<file path="src/rtl/dram_pkg.sv">
// Shared types and default geometry for the DRAM arbiter and its clear engine.
package dram_pkg;

  localparam int AW_DEF    = 15;
  localparam int DW_DEF    = 18;
  localparam int DEPTH_DEF = 32768;

  typedef enum logic [1:0] {
    IDLE  = 2'd0,
    CLEAR = 2'd1,
    RUN   = 2'd2
  } dram_state_e;

endpackage

</file>
<file path="src/rtl/dram_clr.sv">
// Clear-sweep address counter: walks 0..DEPTH-1 while enabled, restarts at 0 when disabled.
module dram_clr #(
  parameter int AW    = 15,
  parameter int DEPTH = 32768
) (
  input  logic          mclk,
  input  logic          reset_n,
  input  logic          en_i,
  output logic [AW-1:0] addr_o,
  output logic          done_o
);

  logic [AW-1:0] cnt_q, cnt_d;

  // done marks the cycle that writes the last address; the counter parks there
  assign done_o = en_i && (cnt_q == AW'(DEPTH - 1));
  assign addr_o = cnt_q;

  always_comb begin
    cnt_d = cnt_q;
    if (!en_i)
      cnt_d = '0;
    else if (!done_o)
      cnt_d = cnt_q + AW'(1);
  end

  always_ff @(posedge mclk or negedge reset_n) begin
    if (!reset_n)
      cnt_q <= '0;
    else
      cnt_q <= cnt_d;
  end

endmodule

</file>
<file path="src/rtl/dram_arbiter.sv">
// Data-RAM arbiter: clears the RAM after start rises, then gives the DSP priority
// over a request/ack host port; the host owns the RAM while idle.
module dram_arbiter
  import dram_pkg::*;
#(
  parameter int AW    = AW_DEF,
  parameter int DW    = DW_DEF,
  parameter int DEPTH = DEPTH_DEF
) (
  input  logic          mclk,
  input  logic          reset_n,
  input  logic          start,
  input  logic          dsp_req,
  input  logic          dsp_wen,
  input  logic [AW-1:0] dsp_addr,
  input  logic [DW-1:0] dsp_wdata,
  output logic [DW-1:0] dsp_rdata,
  input  logic          host_req,
  input  logic          host_we,
  input  logic [AW-1:0] host_addr,
  input  logic [DW-1:0] host_wdata,
  output logic          host_ack,
  output logic [DW-1:0] host_rdata,
  output logic          ram_wen,
  output logic [AW-1:0] ram_addr,
  output logic [DW-1:0] ram_wdata,
  input  logic [DW-1:0] ram_rdata,
  output logic          dsp_ready,
  output logic          clr_busy,
  output logic [7:0]    host_wait
);

  dram_state_e   state_q, state_d;
  logic          start_q;
  logic          host_ack_q;
  logic [DW-1:0] host_rdata_q;
  logic [7:0]    host_wait_q, host_wait_d;
  logic [AW-1:0] ram_addr_q;
  logic [AW-1:0] clr_addr;
  logic          clr_done;
  logic          dsp_sel;
  logic          grant;

  function automatic logic [7:0] sat_inc8(input logic [7:0] v);
    return (v == 8'hFF) ? v : v + 8'd1;
  endfunction

  dram_clr #(
    .AW    (AW),
    .DEPTH (DEPTH)
  ) u_clr (
    .mclk    (mclk),
    .reset_n (reset_n),
    .en_i    (state_q == CLEAR),
    .addr_o  (clr_addr),
    .done_o  (clr_done)
  );

  assign dsp_sel = (state_q == RUN) && dsp_req;
  // No grant in an ack cycle, so a held request is served at most every other cycle
  assign grant   = host_req && !host_ack_q &&
                   ((state_q == IDLE) || ((state_q == RUN) && !dsp_req));

  always_ff @(posedge mclk or negedge reset_n) begin
    if (!reset_n) begin
      state_q <= IDLE;
      start_q <= 1'b0;
    end else begin
      state_q <= state_d;
      start_q <= start;
    end
  end

  always_comb begin
    state_d = state_q;
    if (!start) begin
      state_d = IDLE;
    end else begin
      case (state_q)
        IDLE:    if (!start_q) state_d = CLEAR;
        CLEAR:   if (clr_done) state_d = RUN;
        RUN:     state_d = RUN;
        default: state_d = IDLE;
      endcase
    end
  end

  always_comb begin
    dsp_ready = 1'b0;
    clr_busy  = 1'b0;
    ram_wen   = 1'b0;
    ram_addr  = ram_addr_q;
    ram_wdata = '0;
    case (state_q)
      CLEAR: begin
        clr_busy = 1'b1;
        ram_wen  = 1'b1;
        ram_addr = clr_addr;
      end
      RUN:     dsp_ready = 1'b1;
      default: ;
    endcase
    if (dsp_sel) begin
      ram_wen   = dsp_wen;
      ram_addr  = dsp_addr;
      ram_wdata = dsp_wdata;
    end else if (grant) begin
      ram_wen   = host_we;
      ram_addr  = host_addr;
      ram_wdata = host_wdata;
    end
  end

  always_comb begin
    host_wait_d = host_wait_q;
    if (grant)
      host_wait_d = 8'd0;
    else if (host_req)
      host_wait_d = sat_inc8(host_wait_q);
  end

  always_ff @(posedge mclk or negedge reset_n) begin
    if (!reset_n) begin
      host_ack_q   <= 1'b0;
      host_wait_q  <= 8'd0;
      host_rdata_q <= '0;
      ram_addr_q   <= '0;
    end else begin
      host_ack_q   <= grant;
      host_wait_q  <= host_wait_d;
      host_rdata_q <= host_rdata;
      ram_addr_q   <= ram_addr;
    end
  end

  // RAM data arrives in the ack cycle; it is passed through then and held afterwards
  assign host_rdata = host_ack_q ? ram_rdata : host_rdata_q;
  assign host_ack   = host_ack_q;
  assign host_wait  = host_wait_q;
  assign dsp_rdata  = ram_rdata;

endmodule

</file>
<file path="config.mk">
export PLATFORM = sky130hd
export DESIGN_NAME = dram_arbiter
export DESIGN_NICKNAME = d
export VERILOG_FILES = /design/src/rtl/dram_pkg.sv /design/src/rtl/dram_clr.sv /design/src/rtl/dram_arbiter.sv
export SDC_FILE = /design/constraint.sdc
export NUM_CORES = 1
export LEC_CHECK = 0
export ABC_AREA = 1
export BUFFER_PORTS_ARGS = -buffer_cell sky130_fd_sc_hd__buf_2
export CAP_MARGIN = 40
export CORE_UTILIZATION = 45
export CTS_CLUSTER_SIZE = 24
export DETAILED_ROUTE_END_ITERATION = 12
export HOLD_SLACK_MARGIN = 0.1
export PLACE_DENSITY = 0.79
export SLEW_MARGIN = 20
export SYNTH_ARGS = -nofsm -noshare
export SYNTH_HDL_FRONTEND = slang
export SYNTH_SLANG_ARGS = --single-unit
</file>
<file path="constraint.sdc">
create_clock -name mclk -period 4.5 [get_ports mclk]
set_input_delay 0.225 -clock mclk [delete_from_list [all_inputs] [get_ports mclk]]
set_output_delay 0.225 -clock mclk [all_outputs]
set_load 0.01 [all_outputs]
</file>
[Word level (Yosys, flattened, before mapping)]
Index checks and enable logic that the tools add are counted.
Operators by class
  reduce and logical (&&, ||, !) cells: 12
  eq/ne operators: 8
  multiplexer cells: 19
  $add $sub $neg: 2
Operator list (number)
  two-way mux 15 bit: 5
  two-way mux 18 bit: 3
  two-way mux 8 bit: 3
  adder 15 x 1 -> 15 bit (second input constant): 1
  == test 15 bit (second input constant): 1
  adder 8 x 1 -> 8 bit (second input constant): 1
  == test 8 bit (second input constant): 1
  two-way mux 2 bit: 3
  inequality test 3 bit (second input constant): 2
  case mux 2 bit (3 select lines): 1
  logical AND 1 bit: 5
  two-way mux 1 bit: 4
  inequality test 2 bit (second input constant): 2
  AND reduction 2 bit: 2
  == test 2 x 1 -> 1 bit (second input constant): 1
  == test 2 bit (second input constant): 1
  logical NOT 1 bit: 2
  logical NOT 2 bit: 1
  nonzero test 2 bit: 1
  logical OR 1 bit: 1
Storage, ports and cells
  word-level logic and storage cells: 48
  bits in registers: 60
  input bits: 91
  output and inout bits: 81

[Logic depth before layout (Yosys ltp)]
Gate-level depths: netlist of the first run.
  word-level depth: 6
  mapped depth: 10
  gate-level depth less buffers: 10

[By module]
Synthesis of the first run repeated with hierarchy kept, for this count alone.
Unflattened totals
  cells, all modules: 493
  area, all modules: 3658.5 um2
By module, submodules not included
  dram_arbiter: cells each 372, sequential area each 1126.1 um2, times used 1, area each 2737.6 um2
  dram_clr: cells each 121, sequential area each 375.4 um2, times used 1, area each 920.9 um2

[Worst setup path before layout of the first run]
No wires, ideal clock.
  path kind: reg2out
  from: reg state_q[0]
  to: out ram_addr[10]
  arrival: 1505 ps
  cell stages (with the launch flop): 10
  path slack: 2770 ps
  buffers on the path: 1
  required time: 4275 ps
  path through: dfrtp_1 -> inv_1 -> ha_1 -> inv_1 -> o21bai_1 -> nand2_2 -> inv_2 -> buf_6 -> nand2_1 -> a31oi_1
On the way
  longest elaborated chain between the ends: 6
RTL lines
  from (decl): line dram_arbiter.sv:33  | dram_state_e state_q, state_d;
  from (signal assigned): line dram_arbiter.sv:69  | state_q <= state_d;
  == test 2 bit: line dram_arbiter.sv:62  | ((state_q == IDLE) || ((state_q == RUN) && !dsp_req));
  logical AND 1 bit: line dram_arbiter.sv:62
  logical OR 1 bit (*): line dram_arbiter.sv:62
  logical AND 1 bit (*): line dram_arbiter.sv:61  | assign grant = host_req && !host_ack_q &&
  via grant: line dram_arbiter.sv:42  | logic grant;
  two-way mux 15 bit (*): line dram_arbiter.sv:107  | end else if (grant) begin
  two-way mux 15 bit (*): line dram_arbiter.sv:103  | if (dsp_sel) begin
  to (decl): line dram_arbiter.sv:25  | output logic [AW-1:0] ram_addr,
The timed path passes the listed nets; every way through them passes the cells marked *.

[Worst setup path after layout of the first run]
  from: reg state_q[1]
  to: out ram_addr[11]
On the way
  longest elaborated chain between the ends: 6
RTL lines (line)
  == test 2 bit: dram_arbiter.sv:59, dram_arbiter.sv:62
  logical AND 1 bit: dram_arbiter.sv:62
  logical OR 1 bit: dram_arbiter.sv:62
  logical AND 1 bit: dram_arbiter.sv:61
  two-way mux 15 bit: dram_arbiter.sv:107
  two-way mux 15 bit (*): dram_arbiter.sv:103
Every way passes the cells marked *; elsewhere a longest branch is shown, timed or not.

==> results.md, run 1 <==
- Pre-CTS setup slack: 1.917 ns
- R2R Path End: host_wait[7]$_DFFE_PN0P_
- CORE AREA: 0.007331 mm2
- IO Port Bufs: 171
- Unrepaired setup endpoints after global routing: false
- Worst hold path type: input port to flop
- Synth unique cells: 30
- DRT Pass-1 Iters: 4
- CP Launch Point: state_q[1]$_DFFE_PN0P_
- Final Setup Violations: 0
- Worst-path clk slew: 0.07 ns
- Vias in the first global route: 3002
- Die X: 89.46 um
- Clock sinks: 60
- Internal power consumption: 1.440 mW
- LEAKAGE: 2.389 nW
- Final min period: 2.932 ns
- Final Util: 60.59%
- Pin count of the biggest net entering global routing: 61
- Post-synth EDFFs: 0
- Clock power frac: 20.7%
- Worst setup SP type: flop
- Seq/Total Area, Yosys: 43.62%
- Crit path max-delay family: adder cells
- WL per Instance: 13.46 um
- Worst path cell trace: inv_1 > ha_1 > inv_2 > o21ai_0 > nand2_1 > a31oi_1 > buf_2
- Global placer's final weighted congestion: 0.8475
- Root Driver: clkbuf_8
- Global route overflow: 0
- Yosys warnings: 0
- Maximum VDD drop: 0.0003053 V
- R2R setup slack: 2.11 ns
- Final hold vios: 0
- Via density: 5.026
- Final wirelength: 9340 um
- Top FF cell, synth: dfrtp_1
- Stages on worst setup path: 7
- CTS Buffer Depth: 2
- Final setup skew: 0.01162 ns
- Critical setup path kind: flop to primary output
- Mapped Area: 0.003442 mm2
- Sequential power share: 34.6%
- Cell Count, Final, Fillers Out: 694
- Tot GR Track Use: 23.03%
- Setup tns final: 0 ns
- Slew @ Worst Pin: 0.7986 ns
- Pins Over Slew Limit: 0
- Worst EP required: 4.28 ns
- CTS tree: yes
- Synth Instances: 440
- Combinational Power Share: 44.7%
- Initial DRC Count: 219
- # DRC: 0
- Initial antenna violation count: 0
- Htree depth: 3
- Antenna Cells: 0
- Sw Ratio: 39.20%
- Final ANT Viol Nets: 0
- Syn nets: 536
- Total number of vias: 3488
- Critical path peak fanout: 27
- Starting Density: 46.95%
- Post-DP HPWL: 7051 um
- Die area: 0.008003 mm2
- Crit path buffers/inverters: 3
- Status: complete, no violations
- Worst Setup EP: ram_addr[11]
- Post-synth ARST share: 100.0%
- FF+latch count, synth: 60
- Peak Freq: 341.0 MHz
- Rows: 31
- # IOs: 172
- Synthesis-to-layout area growth: 29.04%
- PnR worst setup slack: 1.568 ns
- Critical R2R Launch: host_ack$_DFF_PN0_
- Critical path arrival: 2.71 ns
- FF-to-FF path depth: 7
- Inst Count DP: 675
- # Max-Cap Violations: 0
- Die height: 89.46 um
- Slowest-stage cell, CP: ha_1
- NetSw: 928.6 uW
- Power Dens Cells: 533.3 mW/mm2
- CP peak stage delay: 0.68 ns
- Share of layout cells above drive strength 1: 36.97%
- Syn Area/Cell: 7.823 um2
- # nets final: 686
- First-pass GRT wire length: 13700 um
- Worst rel slew slack: 46.76%
- Clk Latency, worst-skew pair: 0.34 ns
- Fin crit share: 65.17%
- Num CTS Buffers: 9
- Crit path capture type: primary output
final cells by class:
class	instances	area, um2
inverters	32	120.1
clock inverters	4	47.55
flip-flops and latches	60	1501
repair buffers	176	918.4
multi-input cells	311	1575
clock buffers	12	155.1
fillers	667	2889
well taps	99	123.9
cell families (layout without fill, tap and decap cells):
kind of cell | count (synthesis) | in the layout | share of synthesized area (%)
simple gates | 213 | 213 | 25.92
compound gates | 71 | 71 | 11.12
buf+inv | 69 | 224 | 10.61
flops | 60 | 60 | 43.62
mux | 18 | 18 | 5.889
fa+ha+maj | 5 | 5 | 1.818
xor+xnor | 4 | 4 | 1.018
placed cells by master (no fill, tap or decap):
cell type and n:
a21oi_1 2, dlygate4sd3_1 2, o21bai_1 1, nor3_1 2, clkbuf_8 11, o21ai_0 46
nor2_1 27, xnor2_1 1, and3_1 1, o21a_1 1, buf_4 2, buf_16 1
nand3_1 18, inv_2 2, clkinv_2 2, clkbuf_1 1, o31ai_1 1, nand4_1 5
nor2_4 2, mux2_2 18, dfrtp_1 60, xor2_1 3, nand3_2 2, bufinv_16 1
nand3b_1 2, o21ai_1 4, inv_1 30, nand2_1 147, ha_1 5, buf_2 171
a31oi_1 16, clkinvlp_4 1, nor2_2 3, nand2_2 4
routing by layer:
metal / routed length, um / global-route usage, % / share of wire, % / up-vias
li1: - / - / - / 1704
met4: 124 / 6.782 / 1.3 / 0
met1: 3682 / 25.92 / 39 / 1609
met2: 4822 / 42.26 / 52 / 164
met5: 0 / 0 / 0 / -
met3: 711 / 6.556 / 7.6 / 11
through the flow:
step,power (mW),hold slack [ns],cell area [um2]
finish,2.369,0.1244,4442
global route,2.528,0.1232,4442
CTS,2.383,0.1164,4414
detailed placement,1.886,0.3890,4192
global placement,1.846,0.3813,4192
floorplan,1.484,-0.07059,3442
Yosys cell counts, types with 5 or more instances:
master | instances | share of area, %
nand2_1 | 147 | 16
dfrtp_1 | 60 | 44
o21ai_0 | 46 | 6.7
inv_1 | 30 | 3.3
nor2_1 | 27 | 2.9
buf_4 | 18 | 3.9
mux2_2 | 18 | 5.9
nand3_1 | 18 | 2.6
a31oi_1 | 16 | 2.9
buf_2 | 7 | 1.0
clkbuf_1 | 7 | 0.76
ha_1 | 5 | 1.8
nand4_1 | 5 | 0.91
sequential cells by signal, indices dropped and copies added (netlist names):
signal        count
ram_addr_q       15
host_ack          1
host_rdata_q     18
u_clr.addr_o     15
state_q           2
start_q           1
host_wait         8
worst register-to-register path, delay by kind of cell, from the launching register on:
| kind | cells | cell delay (ns) |
|---|---|---|
| buffers and inverters | 1 | 0.12 |
| DFF | 1 | 0.85 |
| and+or+nand+nor | 6 | 1.31 |
how the worst min path moves through the flow:
stage                 from                 endpoint  slack, ns  depth (start not counted)
3_3_place_gp         start        start_q$_DFF_PN0_       0.38                          1
6_report       dsp_addr[1]  ram_addr_q[1]$_DFF_PN0_       0.12                          3
2_1_floorplan      reset_n       host_ack$_DFF_PN0_      -0.07                          0
3_5_place_dp         start        start_q$_DFF_PN0_       0.39                          1
5_1_grt        dsp_addr[1]  ram_addr_q[1]$_DFF_PN0_       0.12                          3
4_1_cts        dsp_addr[1]  ram_addr_q[1]$_DFF_PN0_       0.12                          3
repair_timing:
item | CTS | global route
endpoints found under the hold margin | 61 | 0
setup buffers | 0 | 0
gates resized for setup | 0 | 0
hold buffers | 2 | 0
power groups by stage:
stage               clock [mW]  sequential (mW)  combinational (mW)
global placement             0            0.819                1.03
global route             0.517            0.835                1.17
floorplan                    0            0.788               0.696
detailed placement           0            0.828                1.06
finish                   0.490            0.820                1.06
CTS                      0.498            0.821                1.06
Power figures use the tool's default switching activity.
==> inputs of run 2 (changes only) <==
CORE_UTILIZATION = 42   (was 45)
PLACE_DENSITY = 0.77   (was 0.79)
clock period = 2.4 ns   (was 4.5 ns; I/O delays follow)
==> run 2 against run 1 <==
Critical path depth is 1 higher. First-iteration DRC count is 28% lower. Clock-buffer cell count is 2 higher. Clock skew is 0.0049 ns lower. Via count is 6.2% higher. Sequential cell count stayed put. Setup slack worse by 1.4 ns. Sequential share of layout area is 3.4 points lower. Non-clock buffer count is 50 higher. Register-to-register slack worse by 1.9 ns. Critical path type is now flop to flop. Highest routed layer unchanged.
==> results.md, run 2 (synthesis gave the netlist of run 1 again) <==
- DRT Pass-1 Iters: 4 (unchanged)
- Internal power consumption: 2.870 mW (+99%)
- Sequential power share: 31.9% (-2.7 points)
- Initial DRC Count: 157 (-28%)
- Critical path peak fanout: 15 (-44%)
- Met2 Routed Length: 5112 um (+6.0%)
- Slowest-stage cell, CP: dlygate4sd3_1
- Worst path cell trace: inv_1 > ha_1 > o21bai_2 > nand2_4 > buf_4 > nand2_1 > a31oi_1 > dlygate4sd3_1
- Final Setup Violations: 0 (unchanged)
- Via density: 4.964 (-1.2%)
- Final wirelength: 10230 um (+9.5%)
- Critical setup path kind: flop to flop
- Final ANT Viol Nets: 0 (unchanged)
- Most frequent cells in the layout: buf_2, nand2_1, dfrtp_1
- Rows: 32 (+3.2%)
- # Max-Cap Violations: 0 (unchanged)
- Most common cell after layout, fill and taps aside: buf_2
- Final min period: 2.234 ns
- M1 wire length: 4141 um (+12%)
- Die area: 0.008562 mm2 (+7.0%)
- Pre-CTS setup slack: 0.3608 ns (-1.556 ns)
- Hold Path Depth: 3 (unchanged)
- Global route overflow: 0 (unchanged)
- Worst EP required: 2.67 ns (-1.61 ns)
- Die X: 92.53 um (+3.4%)
- Slew @ Worst Pin: 0.6074 ns (-0.1913 ns)
- Worst-path clk slew: 0.07 ns (about the same)
- WL per Instance: 13.71 um (+1.9%)
- Tot Pwr: 4.677 mW (+97%)
- Crit path capture type: flop
- Post-DP HPWL: 7137 um (+1.2%)
- Maximum VDD drop: 0.0004207 V (+38%)
- LEAKAGE: 2.617 nW (+9.5%)
- Status: complete, no violations
- # IOs: 172 (unchanged)
- First-pass GRT wire length: 16370 um (+19%)
- Root Driver: clkbuf_8
- Crit path max-delay family: buffers and inverters
- Final setup skew: 0.006703 ns (-0.004913 ns)
- Antenna Cells: 0 (unchanged)
- Pin count of the biggest net entering global routing: 61 (unchanged)
- Final hold vios: 0 (unchanged)
- Combinational Power Share: 49.9% (+5.2 points)
- Sw Ratio: 38.62% (-0.58 points)
- IO Port Bufs: 171 (unchanged)
- Num CTS Buffers: 9 (unchanged)
- PnR worst setup slack: 0.1662 ns (-1.401 ns)
- Tot GR Track Use: 24.54% (+1.5 points)
- Pins Over Slew Limit: 0 (unchanged)
- CORE AREA: 0.007807 mm2 (+6.5%)
- Clk Latency, worst-skew pair: 0.34 ns (about the same)
- Stages on worst setup path: 8 (+1)
- Fin crit share: 93.08%
- Top Metal Used: met4
- Met3 WL: 723 um (+1.7%)
- CP peak stage delay: 0.59 ns (-0.09 ns)
- Clock sinks: 60 (unchanged)
- Vias in the first global route: 3550 (+18%)
- Power Dens Cells: 947.9 mW/mm2 (+78%)
- Peak Freq: 447.7 MHz
- # nets final: 736 (+7.3%)
- Htree depth: 3 (unchanged)
- Die height: 92.53 um (+3.4%)
- CTS tree: yes
- Synthesis-to-layout area growth: 43.33%
- FF-to-FF path depth: 8 (+1)
- Critical path arrival: 2.51 ns (-0.20 ns)
- Share of layout cells above drive strength 1: 34.94% (-2.0 points)
- Crit path buffers/inverters: 3 (unchanged)
- Top reg by flops: host_rdata_q
- Total number of vias: 3703 (+6.2%)
- Worst setup SP type: flop
- Clock power frac: 18.2% (-2.5 points)
- Starting Density: 44.09% (-2.9 points)
- Max FFs per register: 18 (unchanged)
- CTS Buffer Depth: 2 (unchanged)
- Worst rel slew slack: 59.46% (+13 points)
- # DRC: 0 (unchanged)
- Post-CTS setup buffer count: 0 (unchanged)
- Initial antenna violation count: 0 (unchanged)
- Worst hold path type: input port to flop
- Global placer's final weighted congestion: 0.8425 (-0.59%)
- NetSw: 1.806 mW (+94%)
## run 2: final timing paths
path                                            start                         end  slack [ns]
min in group asynchronous                     reset_n     ram_addr_q[2]$_DFF_PN0_        0.21
hold / removal                           host_addr[0]     ram_addr_q[0]$_DFF_PN0_        0.12
setup reg to reg               state_q[0]$_DFFE_PN0P_    ram_addr_q[11]$_DFF_PN0_        0.17
setup / recovery               state_q[0]$_DFFE_PN0P_    ram_addr_q[11]$_DFF_PN0_        0.17
max in group asynchronous                     reset_n  host_rdata_q[10]$_DFF_PN0_        1.71
hold reg to reg            host_rdata_q[15]$_DFF_PN0_  host_rdata_q[15]$_DFF_PN0_        0.49
## run 2: power by group through the flow
stage | sequential [mW] | combinational, mW | clock (mW)
finish | 1.49 | 2.33 | 0.853
global route | 1.52 | 2.56 | 0.931
CTS | 1.49 | 2.29 | 0.880
global placement | 1.49 | 2.01 | 0
detailed placement | 1.51 | 2.07 | 0
floorplan | 1.48 | 1.30 | 0
## run 2: cell type report
class	instances	area [um2]
clock buffer	14	182.7
clock inverter	1	5.005
fill	685	2874
inverter	32	122.6
multi-input combinational	311	1584
sequential	60	1501
tap	102	127.6
timing repair buffer	226	1410
## run 2: timing repair
action / CTS / global route
pin swaps: 0 / 1
gates cloned: 0 / 0
endpoints found under the setup margin: 6 / 27
endpoints found under the hold margin: 95 / 1
gates resized for setup: 2 / 5
hold buffers: 46 / 1
## run 2: through the flow
step           setup TNS, ns  cell area [um2]  util, %  hold slack (ns)  cells
4_1_cts                    0             4886    62.58           0.1003    744
2_1_floorplan              0             3442        -          -0.1756    440
6_report                   0             4933    63.19           0.1162    746
3_3_place_gp               0             4233    54.21           0.2848    683
5_1_grt            -0.007239             4933    63.19           0.1439    746
3_5_place_dp               0             4233    54.21           0.2864    683
## run 2: metal layers
| layer | track usage [%] | up-vias |
|---|---|---|
| met3 | 5.747 | 23 |
| met5 | 0 | - |
| met1 | 28.99 | 1694 |
| met4 | 8.854 | 0 |
| met2 | 43.27 | 176 |
| li1 | - | 1810 |
## run 2: tightest hold or removal path, stage by stage
cell,delay [ns]
buf_2,0.07
o21ai_0,0.07
o21ai_1,0.15
